===== config.mk =====
export PLATFORM = sky130hd
export DESIGN_NAME = adc_bram_capture_flat
export DESIGN_NICKNAME = d
export VERILOG_FILES = /design/src/rtl/plps_pkg.sv /design/src/rtl/adc_bram_capture_if.sv /design/src/rtl/capture_decim.sv /design/src/rtl/adc_bram_capture.sv /design/src/flat_wrapper.sv
export SDC_FILE = /design/constraint.sdc
export NUM_CORES = 1
export LEC_CHECK = 0
export BUFFER_PORTS_ARGS = -buffer_cell sky130_fd_sc_hd__buf_4
export CAP_MARGIN = 10
export CORE_UTILIZATION = 50
export CTS_CLUSTER_DIAMETER = 30
export DETAILED_ROUTE_END_ITERATION = 7
export PLACE_DENSITY = 0.82
export SLEW_MARGIN = 20
export SYNTH_ARGS = -nofsm -noshare
export SYNTH_HDL_FRONTEND = slang
export SYNTH_SLANG_ARGS = --single-unit
export TNS_END_PERCENT = 20

===== constraint.sdc =====
create_clock -name clk -period 2.8 [get_ports clk]
set_input_delay 0.42 -clock clk [delete_from_list [all_inputs] [get_ports clk]]
set_output_delay 0.42 -clock clk [all_outputs]
set_load 0.01 [all_outputs]

===== src/rtl/plps_pkg.sv =====
// Shared definitions for the PL-side capture path: capture FSM encoding and
// default buffer geometry.
package plps_pkg;

   typedef enum logic [1:0] {
      CAP_IDLE    = 2'd0,
      CAP_ARMED   = 2'd1,
      CAP_CAPTURE = 2'd2,
      CAP_DONE    = 2'd3
   } cap_state_t;

   localparam int unsigned DATAWIDTH_DEF  = 64;
   localparam int unsigned ADDRWIDTH_DEF  = 32;
   localparam int unsigned DEPTH_LOG2_DEF = 12;
   localparam int unsigned BYTES_PER_WORD = DATAWIDTH_DEF / 8;
   localparam int unsigned DEPTH          = 1 << DEPTH_LOG2_DEF;

endpackage


===== src/rtl/adc_bram_capture_if.sv =====
// ADC stream input and BRAM write port of the capture engine, bundled together.
// master = capture engine side, slave = ADC source / BRAM side.
interface adc_bram_capture_if #(
   parameter int unsigned ADDRW = 32,
   parameter int unsigned DW    = 64
) ();
   logic [DW-1:0]   tdata;
   logic            tvalid;
   logic            tready;
   logic            en;
   logic [DW/8-1:0] we;
   logic [ADDRW-1:0] addr;
   logic [DW-1:0]   din;

   modport master (
      input  tdata, tvalid,
      output tready,
      output en, we, addr, din
   );

   modport slave (
      output tdata, tvalid,
      input  tready,
      input  en, we, addr, din
   );
endinterface


===== src/rtl/capture_decim.sv =====
// Keep-1-of-(decim+1) counter; keep flags the accepted beat that lands on count 0.
module capture_decim
(
   input  logic       clk,
   input  logic       resetn,
   input  logic       clr,
   input  logic       valid,
   input  logic [7:0] decim,
   output logic       keep
);

   logic [7:0] cnt;

   assign keep = valid && (cnt == '0);

   always_ff @(posedge clk) begin
      if (!resetn || clr) begin
         cnt <= '0;
      end else if (valid) begin
         cnt <= (cnt == decim) ? '0 : cnt + 8'd1;
      end
   end

endmodule


===== src/rtl/adc_bram_capture.sv =====
// Arm/trigger capture of an ADC stream into the host-readable BRAM, with optional
// decimation and busy/done/count status for host polling.
module adc_bram_capture
   import plps_pkg::*;
#(
   parameter int unsigned ADC_AXIS_DATAWIDTH   = DATAWIDTH_DEF,
   parameter int unsigned BRAMTOHOST_ADDRWIDTH = ADDRWIDTH_DEF,
   parameter int unsigned BRAMTOHOST_DATAWIDTH = DATAWIDTH_DEF,
   parameter int unsigned DEPTH_LOG2           = DEPTH_LOG2_DEF
)
(
   input  logic                    clk,
   input  logic                    resetn,
   adc_bram_capture_if.master      bus,
   input  logic                    arm,
   input  logic                    trigger,
   input  logic [DEPTH_LOG2:0]     nsamples,
   input  logic [7:0]              decim,
   output logic                    busy,
   output logic                    done,
   output logic [DEPTH_LOG2:0]     wr_count
);

   localparam int unsigned CW         = DEPTH_LOG2 + 1;
   localparam int unsigned WORD_BYTES = BRAMTOHOST_DATAWIDTH / 8;
   localparam int unsigned BUF_DEPTH  = 1 << DEPTH_LOG2;

   cap_state_t state, state_nxt;

   logic [CW-1:0]                   target_q;
   logic [CW-1:0]                   target_clamped;
   logic [7:0]                      decim_q;
   logic [ADC_AXIS_DATAWIDTH-1:0]   beat;
   logic                            start;
   logic                            take;
   logic                            keep;

   assign bus.tready = resetn;
   assign beat       = bus.tdata;

   assign target_clamped = ((nsamples == '0) || (nsamples > CW'(BUF_DEPTH)))
                           ? CW'(BUF_DEPTH) : nsamples;

   // The trigger cycle itself is a capture cycle, so a beat present with the
   // trigger is the first one stored. Arm always wins over any beat.
   assign start = (state == CAP_ARMED) && trigger && !arm;
   assign take  = !arm && bus.tvalid &&
                  (start || ((state == CAP_CAPTURE) && (wr_count != target_q)));

   capture_decim u_decim (
      .clk    (clk),
      .resetn (resetn),
      .clr    (arm),
      .valid  (take),
      .decim  (decim_q),
      .keep   (keep)
   );

   always_ff @(posedge clk) begin
      if (!resetn) begin
         state <= CAP_IDLE;
      end else begin
         state <= state_nxt;
      end
   end

   always_comb begin
      state_nxt = state;
      busy      = 1'b0;
      done      = 1'b0;
      unique case (state)
         CAP_IDLE: ;
         CAP_ARMED: begin
            busy = 1'b1;
            if (trigger) state_nxt = CAP_CAPTURE;
         end
         CAP_CAPTURE: begin
            busy = 1'b1;
            if (wr_count == target_q) state_nxt = CAP_DONE;
         end
         CAP_DONE: done = 1'b1;
         default: state_nxt = CAP_IDLE;
      endcase
      if (arm) state_nxt = CAP_ARMED;
   end

   always_ff @(posedge clk) begin
      if (!resetn) begin
         bus.en   <= 1'b0;
         bus.we   <= '0;
         bus.addr <= '0;
         bus.din  <= '0;
         wr_count <= '0;
         target_q <= '0;
         decim_q  <= '0;
      end else begin
         bus.en <= keep;
         bus.we <= keep ? '1 : '0;
         if (keep) begin
            bus.addr <= BRAMTOHOST_ADDRWIDTH'(wr_count) * BRAMTOHOST_ADDRWIDTH'(WORD_BYTES);
            bus.din  <= BRAMTOHOST_DATAWIDTH'(beat);
         end
         if (arm) begin
            wr_count <= '0;
            target_q <= target_clamped;
            decim_q  <= decim;
         end else if (keep) begin
            wr_count <= wr_count + 1'b1;
         end
      end
   end

endmodule


===== src/flat_wrapper.sv =====
// flat-port wrapper written by rule: the top's interface ports become plain ports
module adc_bram_capture_flat import plps_pkg::*;
#(
   parameter int unsigned ADC_AXIS_DATAWIDTH   = DATAWIDTH_DEF,
   parameter int unsigned BRAMTOHOST_ADDRWIDTH = ADDRWIDTH_DEF,
   parameter int unsigned BRAMTOHOST_DATAWIDTH = DATAWIDTH_DEF,
   parameter int unsigned DEPTH_LOG2           = DEPTH_LOG2_DEF
)
  (clk, resetn, arm, trigger, nsamples, decim, busy, done, wr_count, bus_tdata, bus_tvalid, bus_tready, bus_en, bus_we, bus_addr, bus_din);
  adc_bram_capture_if #(.ADDRW(32), .DW(64)) bus_i ();
  input  logic clk;
  input  logic resetn;
  input  logic arm;
  input  logic trigger;
  input  logic [DEPTH_LOG2:0] nsamples;
  input  logic [7:0] decim;
  output logic busy;
  output logic done;
  output logic [DEPTH_LOG2:0] wr_count;
  input wire logic [$bits(bus_i.tdata)-1:0] bus_tdata;
  input wire logic [$bits(bus_i.tvalid)-1:0] bus_tvalid;
  output wire logic [$bits(bus_i.tready)-1:0] bus_tready;
  output wire logic [$bits(bus_i.en)-1:0] bus_en;
  output wire logic [$bits(bus_i.we)-1:0] bus_we;
  output wire logic [$bits(bus_i.addr)-1:0] bus_addr;
  output wire logic [$bits(bus_i.din)-1:0] bus_din;
  assign bus_i.tdata = bus_tdata;
  assign bus_i.tvalid = bus_tvalid;
  assign bus_tready = bus_i.tready;
  assign bus_en = bus_i.en;
  assign bus_we = bus_i.we;
  assign bus_addr = bus_i.addr;
  assign bus_din = bus_i.din;
  adc_bram_capture #(.ADC_AXIS_DATAWIDTH(ADC_AXIS_DATAWIDTH), .BRAMTOHOST_ADDRWIDTH(BRAMTOHOST_ADDRWIDTH), .BRAMTOHOST_DATAWIDTH(BRAMTOHOST_DATAWIDTH), .DEPTH_LOG2(DEPTH_LOG2)) u_core (.clk(clk), .resetn(resetn), .bus(bus_i), .arm(arm), .trigger(trigger), .nsamples(nsamples), .decim(decim), .busy(busy), .done(done), .wr_count(wr_count));
endmodule

==> run_summary.xml, run 1 <==
<?xml version="1.0" encoding="UTF-8"?>
<metrics>
  <group name="outcome">
    <metric name="run_status" unit="">complete, no violations</metric>
  </group>
  <group name="synthesis">
    <metric name="cell_type_with_the_highest_aggregate_area_in_the_netlist" unit="">sky130_fd_sc_hd__dfxtp_1</metric>
    <metric name="ys.warnings.count" unit="">0</metric>
    <metric name="post_synth_num_cell_types" unit="">41</metric>
    <metric name="post_synth_instance_area" unit="um^2">5790</metric>
    <metric name="asyncSetResetFlopFracSynth" unit="%">0</metric>
    <metric name="avgSynthCellArea" unit="um^2">8.83</metric>
    <metric name="synth_enable_flop_cells" unit="">0</metric>
    <metric name="share_of_the_synthesized_area_in_the_top_cell_type" unit="%">42.2</metric>
    <metric name="postSynth.topFlopCell" unit="">sky130_fd_sc_hd__dfxtp_1</metric>
    <metric name="synth.top_cells.by_area" unit="">sky130_fd_sc_hd__dfxtp_1, sky130_fd_sc_hd__mux2i_1, sky130_fd_sc_hd__nand2_1</metric>
    <metric name="yosys_register_bits" unit="">122</metric>
    <metric name="synth_sequential_area_ratio" unit="%">42.2</metric>
    <metric name="syn_inst" unit="">656</metric>
  </group>
  <group name="power">
    <metric name="combinationalPowerShare" unit="%">9.6</metric>
    <metric name="netSwitchingFraction" unit="%">23.4</metric>
    <metric name="power_per_cell_area" unit="nW/um^2">570</metric>
    <metric name="seq_power_share" unit="%">40.7</metric>
    <metric name="power.ir.vdd_worst" unit="V">0.000520</metric>
    <metric name="fin_total_pwr" unit="mW">4.42</metric>
    <metric name="clock_power_share" unit="%">49.7</metric>
    <metric name="switching_power" unit="mW">1.03</metric>
    <metric name="cellInternalPower" unit="mW">3.39</metric>
    <metric name="leakage" unit="nW">3.30</metric>
  </group>
  <group name="place">
    <metric name="placement.setup.worst_slack" unit="ps">259</metric>
    <metric name="post_dp_cell_area" unit="um^2">7160</metric>
    <metric name="place_inst" unit="">939</metric>
    <metric name="place.port_buffers" unit="">191</metric>
    <metric name="finalWeightedCongestion" unit="">0.877</metric>
    <metric name="dp.final_hpwl" unit="mm">10.4</metric>
  </group>
  <group name="sta">
    <metric name="max_slew_margin" unit="%">57.8</metric>
    <metric name="fin_crit_sh" unit="%">92.8</metric>
    <metric name="count_of_endpoints_failing_setup_in_the_final_report" unit="">0</metric>
    <metric name="max_slew_violation_count" unit="">0</metric>
    <metric name="setup_repair_after_global_routing_missed_its_margin" unit="">false</metric>
    <metric name="final.setup.tns" unit="ps">0</metric>
    <metric name="final_period_minus_worst_setup_slack" unit="ps">2600</metric>
    <metric name="whs" unit="ps">230</metric>
    <metric name="fin_skew" unit="ps">6.52</metric>
    <metric name="tightest_slew" unit="ps">630</metric>
    <metric name="max_freq" unit="MHz">385</metric>
    <metric name="setup_ws" unit="ps">201</metric>
    <metric name="report.final.hold_viol_count" unit="">0</metric>
  </group>
  <group name="floorplanning">
    <metric name="effective_utilization_at_floorplan" unit="%">52.3</metric>
    <metric name="design.portCount" unit="">211</metric>
    <metric name="dieWidth" unit="um">110</metric>
    <metric name="die_height" unit="um">110</metric>
    <metric name="core_ar" unit="um^2">11100</metric>
    <metric name="rows" unit="">38</metric>
    <metric name="die_area" unit="um^2">12000</metric>
  </group>
  <group name="critical_path">
    <metric name="worst_setup_path_endpoint" unit="">u_core.bus.din[37]</metric>
    <metric name="crit_path_max_incr_delay" unit="ps">500</metric>
    <metric name="critical_path_depth" unit="">8</metric>
    <metric name="r2r.worst_path.cells" unit="">8</metric>
    <metric name="worst_r2r_startpoint" unit="">u_core.u_decim.cnt[0]</metric>
    <metric name="setup.worst_path.start" unit="">u_core.u_decim.cnt[0]</metric>
    <metric name="setup.worst_path.class" unit="">reg2reg</metric>
    <metric name="critical_path.startpoint_type" unit="">register</metric>
    <metric name="setup.worst_path.end_class" unit="">register</metric>
    <metric name="timing.critical_path.required" unit="ps">3140</metric>
    <metric name="path_common_cell" unit="">sky130_fd_sc_hd__buf_12</metric>
    <metric name="worst_path_max_delay_cell" unit="">sky130_fd_sc_hd__or4b_4</metric>
    <metric name="timing.critical_path.buf_inv" unit="">3</metric>
    <metric name="reg2reg_to" unit="">u_core.bus.din[37]</metric>
    <metric name="arrival" unit="ps">2940</metric>
    <metric name="crit_chain" unit="">inv_1, ha_1, or4b_4, nor4_4, a21boi_4, buf_12, buf_12, mux2i_1</metric>
    <metric name="cp_top_family" unit="">simple AND/OR/NAND/NOR gates</metric>
    <metric name="ff2ff_setup_slack" unit="ps">200</metric>
    <metric name="worst-path-max-fanout" unit="">28</metric>
  </group>
  <group name="cells_and_area">
    <metric name="post_layout_nonfiller_instances" unit="">971</metric>
    <metric name="area_added_between_synthesis_and_finish" unit="%">34.0</metric>
    <metric name="fin_util" unit="%">70.0</metric>
    <metric name="num-fill-cells" unit="">836</metric>
    <metric name="net_count_final" unit="">914</metric>
    <metric name="fin_area" unit="um^2">7760</metric>
    <metric name="insertedDiodeCount" unit="">0</metric>
    <metric name="drive_above_1_share" unit="%">29.0</metric>
  </group>
  <group name="cts">
    <metric name="postCtsSetupBuffers" unit="">0</metric>
    <metric name="ctsResizeCount" unit="">0</metric>
    <metric name="clk_root_buffer_cell" unit="">sky130_fd_sc_hd__clkbuf_16</metric>
    <metric name="clk-insertion-delay-late" unit="ps">410</metric>
    <metric name="cts-buffers-inserted" unit="">17</metric>
    <metric name="ctsLongestPathBuffers" unit="">2</metric>
    <metric name="cts_htree_levels" unit="">4</metric>
    <metric name="post_cts_hold_buffer_count" unit="">0</metric>
    <metric name="numClockSinks" unit="">122</metric>
    <metric name="tritoncts" unit="">done</metric>
    <metric name="clkSlewWorstSetupHoldPaths" unit="ps">60</metric>
  </group>
  <group name="drt">
    <metric name="via_count" unit="">5195</metric>
    <metric name="initialDrtViolationCount" unit="">270</metric>
    <metric name="drtPass1Iterations" unit="">5</metric>
    <metric name="detail-route-antenna-nets" unit="">0</metric>
    <metric name="viasPerCell" unit="">5.35</metric>
    <metric name="wl_per_cell" unit="um">15.4</metric>
    <metric name="drt_wl_total" unit="mm">14.9</metric>
    <metric name="route.detailed.drc" unit="">0</metric>
  </group>
  <group name="global_routing">
    <metric name="gr-usage-all-layers" unit="%">25.6</metric>
    <metric name="grt_first_pass_wirelength" unit="mm">23.8</metric>
    <metric name="overflow" unit="">0</metric>
    <metric name="grt_max_degree" unit="">72</metric>
    <metric name="antenna_found_initial" unit="">0</metric>
    <metric name="first_global_vias" unit="">5008</metric>
  </group>
  <group name="job">
    <metric name="drv.max_cap_violation_count" unit="">0</metric>
  </group>
  <group name="hold_path">
    <metric name="hold_path.class" unit="">in2reg</metric>
  </group>
</metrics>
flip-flops by register name (all words and copies together), names as in the netlist:
register and cells:
u_core.decim_q 8, u_core.target_q 13, u_core.bus.din 64, u_core.u_decim.cnt 8, u_core.bus.we 1, u_core.wr_count 13, u_core.bus.addr 13, u_core.state 2
worst min path at each step:
| stage | from | end | slack, ps | cells after the start |
|---|---|---|---|---|
| global placement | u_core.bus.din[9] | u_core.bus.din[9] | 440 | 2 |
| detailed placement | u_core.bus.addr[11] | u_core.bus.addr[11] | 450 | 2 |
| floorplan | u_core.target_q[0] | u_core.target_q[0] | 470 | 1 |
| finish | nsamples[8] | u_core.target_q[8] | 230 | 2 |
| CTS | nsamples[7] | u_core.target_q[7] | 220 | 2 |
| global route | nsamples[8] | u_core.target_q[8] | 210 | 2 |
worst register-to-register path, delay by kind of cell, from the launching register on:
family,cells,cell delay [ps]
AO/OA/AOI/OAI,1,270
AND/OR/NAND/NOR,2,940
multiplexers,1,250
flip-flops,1,340
adder cells (fa/ha/maj),1,150
buffers and inverters,3,570
synth_stat cells (3+ instances only):
cell,instances
sky130_fd_sc_hd__nand3_1,15
sky130_fd_sc_hd__or4_1,3
sky130_fd_sc_hd__a2111o_1,9
sky130_fd_sc_hd__xnor2_1,14
sky130_fd_sc_hd__nand2b_1,9
sky130_fd_sc_hd__a21oi_1,14
sky130_fd_sc_hd__nor2b_1,9
sky130_fd_sc_hd__clkbuf_1,37
sky130_fd_sc_hd__nand4_1,16
sky130_fd_sc_hd__ha_1,6
sky130_fd_sc_hd__o21ai_0,9
sky130_fd_sc_hd__nand2_1,182
sky130_fd_sc_hd__mux2i_1,93
sky130_fd_sc_hd__a211o_1,4
sky130_fd_sc_hd__nor2_1,10
sky130_fd_sc_hd__and3_1,9
sky130_fd_sc_hd__xor2_1,8
sky130_fd_sc_hd__buf_4,35
sky130_fd_sc_hd__a22o_1,12
sky130_fd_sc_hd__dfxtp_1,122
sky130_fd_sc_hd__a32oi_1,4
sky130_fd_sc_hd__inv_1,7
sky130_fd_sc_hd__nor4_1,5
power by group through the flow:
stage,sequential [mW],combinational (mW),clock (mW)
6_report,1.80,0.424,2.20
5_1_grt,1.80,0.462,2.31
4_1_cts,1.80,0.423,2.23
3_5_place_dp,1.83,0.421,0
3_3_place_gp,1.83,0.410,0
2_1_floorplan,1.84,0.245,0
metal layers:
layer / share of wire, % / vias up / GRT usage, %
li1: - / 2508 / -
met1: 41 / 2408 / 30.1
met2: 48 / 241 / 42.4
met3: 9.0 / 38 / 9.60
met4: 2.4 / 0 / 9.62
met5: 0 / - / 0
area by class of cell:
type                            instances  area [um^2]  area share [%]
Inverter                                7         26.3           0.339
Multi-Input combinational cell        467         2960            38.1
Tap cell                              140          175            2.26
Clock buffer                           20          447            5.76
Sequential cell                       122         2440            31.5
Clock inverter                         12          148            1.90
Timing Repair Buffer                  203         1560            20.1
cell families after synthesis:
| group | share of synthesized area (%) |
|---|---|
| and+or+nand+nor | 21.2 |
| DFF | 42.2 |
| muxes | 16.1 |
| buffers and inverters | 8.30 |
| AOI/OAI and AO/OA | 7.52 |
| xor gates and xnor gates | 3.33 |
| adders and majority gates | 1.30 |
| other | 0.0648 |
layout by cell type (no fill, tap or decap), types with 8 or more instances in the layout:
cell / instances
sky130_fd_sc_hd__a22o_1: 12
sky130_fd_sc_hd__nor2_1: 10
sky130_fd_sc_hd__xnor2_1: 14
sky130_fd_sc_hd__and3_1: 9
sky130_fd_sc_hd__mux2i_1: 93
sky130_fd_sc_hd__conb_1: 19
sky130_fd_sc_hd__a21oi_1: 14
sky130_fd_sc_hd__nand4_1: 16
sky130_fd_sc_hd__nor2b_1: 8
sky130_fd_sc_hd__buf_4: 200
sky130_fd_sc_hd__a2111o_1: 9
sky130_fd_sc_hd__nand2_1: 182
sky130_fd_sc_hd__clkbuf_16: 17
sky130_fd_sc_hd__nand2b_1: 9
sky130_fd_sc_hd__dfxtp_1: 122
sky130_fd_sc_hd__xor2_1: 8
sky130_fd_sc_hd__o21ai_0: 9
sky130_fd_sc_hd__nand3_1: 15
No activity file was read; power rests on OpenSTA's default activity.
==> run 2: changes to the inputs <==
- RECOVER_POWER: default -> 50
==> run_summary.xml, run 2 (synthesis results as in run 1) <==
<?xml version="1.0" encoding="UTF-8"?>
<metrics>
  <group name="sta">
    <metric name="max_slew_violation_count" unit="">0</metric>
    <metric name="max_slew_margin" unit="%">33.6</metric>
    <metric name="count_of_endpoints_failing_setup_in_the_final_report" unit="">0</metric>
    <metric name="fin_crit_sh" unit="%">93.3</metric>
    <metric name="fin_skew" unit="ps">7.05</metric>
    <metric name="final.setup.tns" unit="ps">0</metric>
    <metric name="max_freq" unit="MHz">383</metric>
    <metric name="final_period_minus_worst_setup_slack" unit="ps">2610</metric>
    <metric name="tightest_slew" unit="ps">995</metric>
    <metric name="report.final.hold_viol_count" unit="">0</metric>
    <metric name="setup_repair_after_global_routing_missed_its_margin" unit="">false</metric>
  </group>
  <group name="place">
    <metric name="place.port_buffers" unit="">191</metric>
    <metric name="finalWeightedCongestion" unit="">0.877</metric>
    <metric name="dp.final_hpwl" unit="mm">10.4</metric>
    <metric name="post_dp_cell_area" unit="um^2">7160</metric>
    <metric name="place_inst" unit="">939</metric>
  </group>
  <group name="power">
    <metric name="clock_power_share" unit="%">49.9</metric>
    <metric name="fin_total_pwr" unit="mW">4.40</metric>
    <metric name="seq_power_share" unit="%">40.9</metric>
    <metric name="combinationalPowerShare" unit="%">9.2</metric>
    <metric name="netSwitchingFraction" unit="%">23.5</metric>
    <metric name="power.ir.vdd_worst" unit="V">0.000517</metric>
    <metric name="cellInternalPower" unit="mW">3.37</metric>
    <metric name="power_per_cell_area" unit="nW/um^2">597</metric>
    <metric name="leakage" unit="nW">2.86</metric>
    <metric name="switching_power" unit="mW">1.03</metric>
  </group>
  <group name="floorplanning">
    <metric name="rows" unit="">38</metric>
    <metric name="core_ar" unit="um^2">11100</metric>
    <metric name="die_height" unit="um">110</metric>
    <metric name="effective_utilization_at_floorplan" unit="%">52.3</metric>
    <metric name="design.portCount" unit="">211</metric>
    <metric name="dieWidth" unit="um">110</metric>
    <metric name="die_area" unit="um^2">12000</metric>
  </group>
  <group name="cts">
    <metric name="postCtsSetupBuffers" unit="">0</metric>
    <metric name="post_cts_hold_buffer_count" unit="">0</metric>
    <metric name="clk_root_buffer_cell" unit="">sky130_fd_sc_hd__clkbuf_16</metric>
    <metric name="clkSlewWorstSetupHoldPaths" unit="ps">60</metric>
    <metric name="ctsResizeCount" unit="">0</metric>
    <metric name="ctsLongestPathBuffers" unit="">2</metric>
    <metric name="numClockSinks" unit="">122</metric>
    <metric name="cts-buffers-inserted" unit="">17</metric>
    <metric name="clk-insertion-delay-late" unit="ps">410</metric>
    <metric name="tritoncts" unit="">done</metric>
    <metric name="cts_htree_levels" unit="">4</metric>
  </group>
  <group name="hold_path">
    <metric name="hold_path_start" unit="">nsamples[8]</metric>
    <metric name="whs_endpoint" unit="">u_core.target_q[8]</metric>
    <metric name="min_delay_path_depth" unit="">2</metric>
    <metric name="hold_path.class" unit="">in2reg</metric>
  </group>
  <group name="drt">
    <metric name="detail-route-antenna-nets" unit="">0</metric>
    <metric name="initialDrtViolationCount" unit="">278</metric>
    <metric name="via_count" unit="">5175</metric>
    <metric name="wl_per_cell" unit="um">15.4</metric>
    <metric name="drtPass1Iterations" unit="">4</metric>
    <metric name="drt_wl_total" unit="mm">15.0</metric>
    <metric name="viasPerCell" unit="">5.33</metric>
    <metric name="route.detailed.drc" unit="">0</metric>
  </group>
  <group name="critical_path">
    <metric name="timing.critical_path.required" unit="ps">3140</metric>
    <metric name="worst_r2r_startpoint" unit="">u_core.u_decim.cnt[0]</metric>
    <metric name="setup.worst_path.class" unit="">reg2reg</metric>
    <metric name="reg2reg_to" unit="">u_core.bus.din[37]</metric>
    <metric name="critical_path.startpoint_type" unit="">register</metric>
    <metric name="crit_path_max_incr_delay" unit="ps">510</metric>
    <metric name="worst-path-max-fanout" unit="">28</metric>
    <metric name="worst_path_max_delay_cell" unit="">sky130_fd_sc_hd__or4b_4</metric>
    <metric name="arrival" unit="ps">2950</metric>
    <metric name="path_common_cell" unit="">sky130_fd_sc_hd__buf_12</metric>
    <metric name="crit_chain" unit="">inv_1, ha_1, or4b_4, nor4_4, a21boi_4, buf_12, buf_12, mux2i_1</metric>
    <metric name="r2r.worst_path.cells" unit="">8</metric>
    <metric name="ff2ff_setup_slack" unit="ps">190</metric>
    <metric name="setup.worst_path.end_class" unit="">register</metric>
  </group>
  <group name="global_routing">
    <metric name="overflow" unit="">0</metric>
    <metric name="gr-usage-all-layers" unit="%">25.6</metric>
    <metric name="grt_first_pass_wirelength" unit="mm">23.8</metric>
    <metric name="antenna_found_initial" unit="">0</metric>
    <metric name="grt_max_degree" unit="">72</metric>
    <metric name="first_global_vias" unit="">5008</metric>
  </group>
  <group name="cells_and_area">
    <metric name="multi_input_area" unit="um^2">2960</metric>
    <metric name="fin_area" unit="um^2">7360</metric>
    <metric name="drive_above_1_share" unit="%">16.6</metric>
    <metric name="area_added_between_synthesis_and_finish" unit="%">27.2</metric>
    <metric name="largest_register_ffs" unit="">64</metric>
    <metric name="post_layout_nonfiller_instances" unit="">971</metric>
    <metric name="num-fill-cells" unit="">965</metric>
    <metric name="insertedDiodeCount" unit="">0</metric>
    <metric name="net_count_final" unit="">914</metric>
    <metric name="mostFrequentLayoutCells" unit="">sky130_fd_sc_hd__nand2_1, sky130_fd_sc_hd__dfxtp_1, sky130_fd_sc_hd__clkbuf_1</metric>
    <metric name="largest-register" unit="">u_core.bus.din</metric>
    <metric name="regArea" unit="um^2">2440</metric>
    <metric name="final_common_cell" unit="">sky130_fd_sc_hd__nand2_1</metric>
  </group>
  <group name="job">
    <metric name="drv.max_cap_violation_count" unit="">0</metric>
  </group>
  <group name="outcome">
    <metric name="run_status" unit="">complete, no violations</metric>
  </group>
</metrics>
[run 2: changes by cell type in the layout (fill, tap and decap cells not counted)]
cell | before | now
sky130_fd_sc_hd__nor2b_1 | 8 | 9
sky130_fd_sc_hd__clkbuf_1 | 2 | 104
sky130_fd_sc_hd__buf_4 | 200 | 95
sky130_fd_sc_hd__clkbuf_2 | 0 | 3
sky130_fd_sc_hd__nor2b_2 | 1 | 0
[run 2: worst max path at each step]
stage,cells after the start,endpoint,slack [ps],from
2_1_floorplan,9,u_core.bus.din[10],580,u_core.u_decim.cnt[0]
3_3_place_gp,8,u_core.bus.din[27],350,u_core.u_decim.cnt[0]
3_5_place_dp,8,u_core.bus.din[36],260,u_core.u_decim.cnt[0]
4_1_cts,8,u_core.bus.din[37],200,u_core.u_decim.cnt[0]
5_1_grt,5,u_core.wr_count[8],70,resetn
6_report,8,u_core.bus.din[37],190,u_core.u_decim.cnt[0]
[run 2: stage by stage]
stage / util, % / setup WS (ps) / hold slack, ps
after global routing: 66.5 / 66.5 / 213
after CTS: 70.0 / 202 / 216
after global placement: 64.7 / 353 / 443
after floorplan: - / 582 / 471
final: 66.5 / 187 / 229
after detailed placement: 64.7 / 259 / 448
[run 2: layer usage]
layer  global-route usage [%]  wire [um]  vias up
met5                        0          0        -
met3                     9.60       1310       30
li1                         -          -     2509
met2                     42.4       7220      213
met1                     30.1       6100     2423
met4                     9.62        320        0
[run 2: layout make-up]
class | count | share of cell area, %
multi-input cells | 467 | 40.1
flip-flops and latches | 122 | 33.2
repair buffers | 203 | 15.9
clock buffers | 20 | 6.07
well taps | 140 | 2.38
clock inverters | 12 | 2.00
inverters | 7 | 0.357
[run 2: power groups by stage]
stage	registers (mW)	clock network [mW]	logic (mW)
2_1_floorplan	1.84	0	0.245
5_1_grt	1.80	2.31	0.443
4_1_cts	1.80	2.23	0.423
3_5_place_dp	1.83	0	0.421
3_3_place_gp	1.83	0	0.410
6_report	1.80	2.20	0.406
[run 2: critical path: cells and delay by family, from the launching register on]
family                     cells  cell delay (ps)
buffers and inverters          3              560
muxes                          1              230
AOI/OAI and AO/OA              1              270
adders and majority gates      1              150
DFF                            1              340
and+or+nand+nor                2              950
==> run 3: changes to the inputs <==
- clock period: 2.8 -> 2.9 ns (I/O delays scaled with it)
==> run_summary.xml, run 3 (synthesis results as in run 1) <==
<?xml version="1.0" encoding="UTF-8"?>
<metrics>
  <group name="outcome">
    <metric name="run_status" unit="">complete, no violations</metric>
  </group>
  <group name="sta">
    <metric name="fin_skew" unit="ps">6.73</metric>
    <metric name="final.setup.tns" unit="ps">0</metric>
    <metric name="report.final.hold_viol_count" unit="">0</metric>
    <metric name="max_freq" unit="MHz">376</metric>
    <metric name="tightest_slew" unit="ps">1130</metric>
    <metric name="whs" unit="ps">257</metric>
    <metric name="max_slew_margin" unit="%">24.7</metric>
    <metric name="setup_repair_after_global_routing_missed_its_margin" unit="">false</metric>
    <metric name="final_period_minus_worst_setup_slack" unit="ps">2660</metric>
    <metric name="fin_crit_sh" unit="%">91.7</metric>
    <metric name="max_slew_violation_count" unit="">0</metric>
    <metric name="count_of_endpoints_failing_setup_in_the_final_report" unit="">0</metric>
  </group>
  <group name="critical_path">
    <metric name="worst-path-max-fanout" unit="">27</metric>
    <metric name="setup.worst_path.class" unit="">reg2reg</metric>
    <metric name="arrival" unit="ps">2980</metric>
    <metric name="setup.worst_path.end_class" unit="">register</metric>
    <metric name="timing.critical_path.required" unit="ps">3220</metric>
    <metric name="setup.worst_path.start" unit="">u_core.u_decim.cnt[0]</metric>
    <metric name="critical_path.startpoint_type" unit="">register</metric>
    <metric name="worst_r2r_startpoint" unit="">u_core.u_decim.cnt[0]</metric>
  </group>
  <group name="cells_and_area">
    <metric name="insertedDiodeCount" unit="">0</metric>
    <metric name="num-fill-cells" unit="">976</metric>
    <metric name="net_count_final" unit="">913</metric>
    <metric name="final_common_cell" unit="">sky130_fd_sc_hd__nand2_1</metric>
    <metric name="area_added_between_synthesis_and_finish" unit="%">27.1</metric>
    <metric name="mostFrequentLayoutCells" unit="">sky130_fd_sc_hd__nand2_1, sky130_fd_sc_hd__dfxtp_1, sky130_fd_sc_hd__clkbuf_1</metric>
    <metric name="drive_above_1_share" unit="%">16.2</metric>
    <metric name="largest_register_ffs" unit="">64</metric>
    <metric name="largest-register" unit="">u_core.bus.din</metric>
  </group>
  <group name="global_routing">
    <metric name="overflow" unit="">0</metric>
    <metric name="grt_max_degree" unit="">72</metric>
    <metric name="antenna_found_initial" unit="">0</metric>
    <metric name="first_global_vias" unit="">4980</metric>
    <metric name="gr-usage-all-layers" unit="%">25.5</metric>
    <metric name="grt_first_pass_wirelength" unit="mm">23.8</metric>
  </group>
  <group name="drt">
    <metric name="route.detailed.drc" unit="">0</metric>
    <metric name="drt_wl_total" unit="mm">14.8</metric>
    <metric name="detail-route-antenna-nets" unit="">0</metric>
    <metric name="via_count" unit="">5166</metric>
    <metric name="drtPass1Iterations" unit="">5</metric>
    <metric name="wl_per_cell" unit="um">15.3</metric>
    <metric name="viasPerCell" unit="">5.33</metric>
    <metric name="initialDrtViolationCount" unit="">260</metric>
  </group>
  <group name="floorplanning">
    <metric name="rows" unit="">38</metric>
    <metric name="die_area" unit="um^2">12000</metric>
    <metric name="dieWidth" unit="um">110</metric>
    <metric name="design.portCount" unit="">211</metric>
    <metric name="effective_utilization_at_floorplan" unit="%">52.3</metric>
    <metric name="core_ar" unit="um^2">11100</metric>
    <metric name="die_height" unit="um">110</metric>
  </group>
  <group name="power">
    <metric name="leakage" unit="nW">2.86</metric>
    <metric name="power_per_cell_area" unit="nW/um^2">581</metric>
    <metric name="fin_total_pwr" unit="mW">4.27</metric>
    <metric name="power.ir.vdd_worst" unit="V">0.000382</metric>
  </group>
  <group name="cts">
    <metric name="ctsLongestPathBuffers" unit="">2</metric>
    <metric name="ctsResizeCount" unit="">0</metric>
    <metric name="clk_root_buffer_cell" unit="">sky130_fd_sc_hd__clkbuf_16</metric>
    <metric name="clk-insertion-delay-late" unit="ps">410</metric>
    <metric name="cts_htree_levels" unit="">4</metric>
    <metric name="post_cts_hold_buffer_count" unit="">0</metric>
    <metric name="postCtsSetupBuffers" unit="">0</metric>
    <metric name="cts-buffers-inserted" unit="">17</metric>
    <metric name="numClockSinks" unit="">122</metric>
    <metric name="clkSlewWorstSetupHoldPaths" unit="ps">60</metric>
    <metric name="tritoncts" unit="">done</metric>
  </group>
  <group name="place">
    <metric name="dp.final_hpwl" unit="mm">10.5</metric>
    <metric name="place.port_buffers" unit="">191</metric>
    <metric name="finalWeightedCongestion" unit="">0.908</metric>
  </group>
  <group name="hold_path">
    <metric name="hold_path_start" unit="">nsamples[11]</metric>
    <metric name="hold_path.class" unit="">in2reg</metric>
  </group>
  <group name="job">
    <metric name="drv.max_cap_violation_count" unit="">0</metric>
  </group>
</metrics>
[run 3: stage by stage]
stage / cell area (um^2) / setup WS, ps / util [%] / instances
detailed placement: 7160 / 266 / 64.6 / 938
floorplan: 5860 / 682 / - / 674
global placement: 7160 / 382 / 64.6 / 938
finish: 7360 / 240 / 66.4 / 969
global route: 7360 / 121 / 66.4 / 969
CTS: 7750 / 257 / 70.0 / 969
[run 3: power breakdown]
part / total (mW) / internal (mW) / switching, mW
sequential: 1.74 / 1.71 / 0.0235
combinational: 0.389 / 0.170 / 0.220
clock: 2.15 / 1.41 / 0.737
total: 4.27 / 3.29 / 0.980
[run 3: routing by layer]
metal	GRT usage [%]	up-vias	part of all wire [%]
met1	30.7	2414	41
met3	8.42	29	7.7
met5	0	-	0
met2	41.6	215	49
met4	11.1	0	1.8
li1	-	2508	-
[run 3: final timing paths]
kind	end	slack, ps	depth (start not counted)
worst max-delay path	u_core.bus.din[11]	240	7
worst min-delay path	u_core.target_q[11]	260	2
worst max register to register	u_core.bus.din[11]	240	7
worst min register to register	u_core.bus.din[36]	460	2
[run 3: layout make-up]
type	count	area, um^2	share of cell area, %
repair buffers	202	1160	15.8
clock inverters	8	118	1.60
flip-flops and latches	122	2440	33.2
inverters	7	26.3	0.357
multi-input cells	467	2960	40.2
clock buffers	23	478	6.50
well taps	140	175	2.38
[run 3: worst max-delay path, cell delays in order (launching register included)]
cell and delay, ps:
sky130_fd_sc_hd__dfxtp_1 360, sky130_fd_sc_hd__inv_1 100, sky130_fd_sc_hd__ha_1 160, sky130_fd_sc_hd__or4b_4 510, sky130_fd_sc_hd__nor4_4 420, sky130_fd_sc_hd__a21boi_4 510
sky130_fd_sc_hd__buf_12 280, sky130_fd_sc_hd__mux2i_1 230
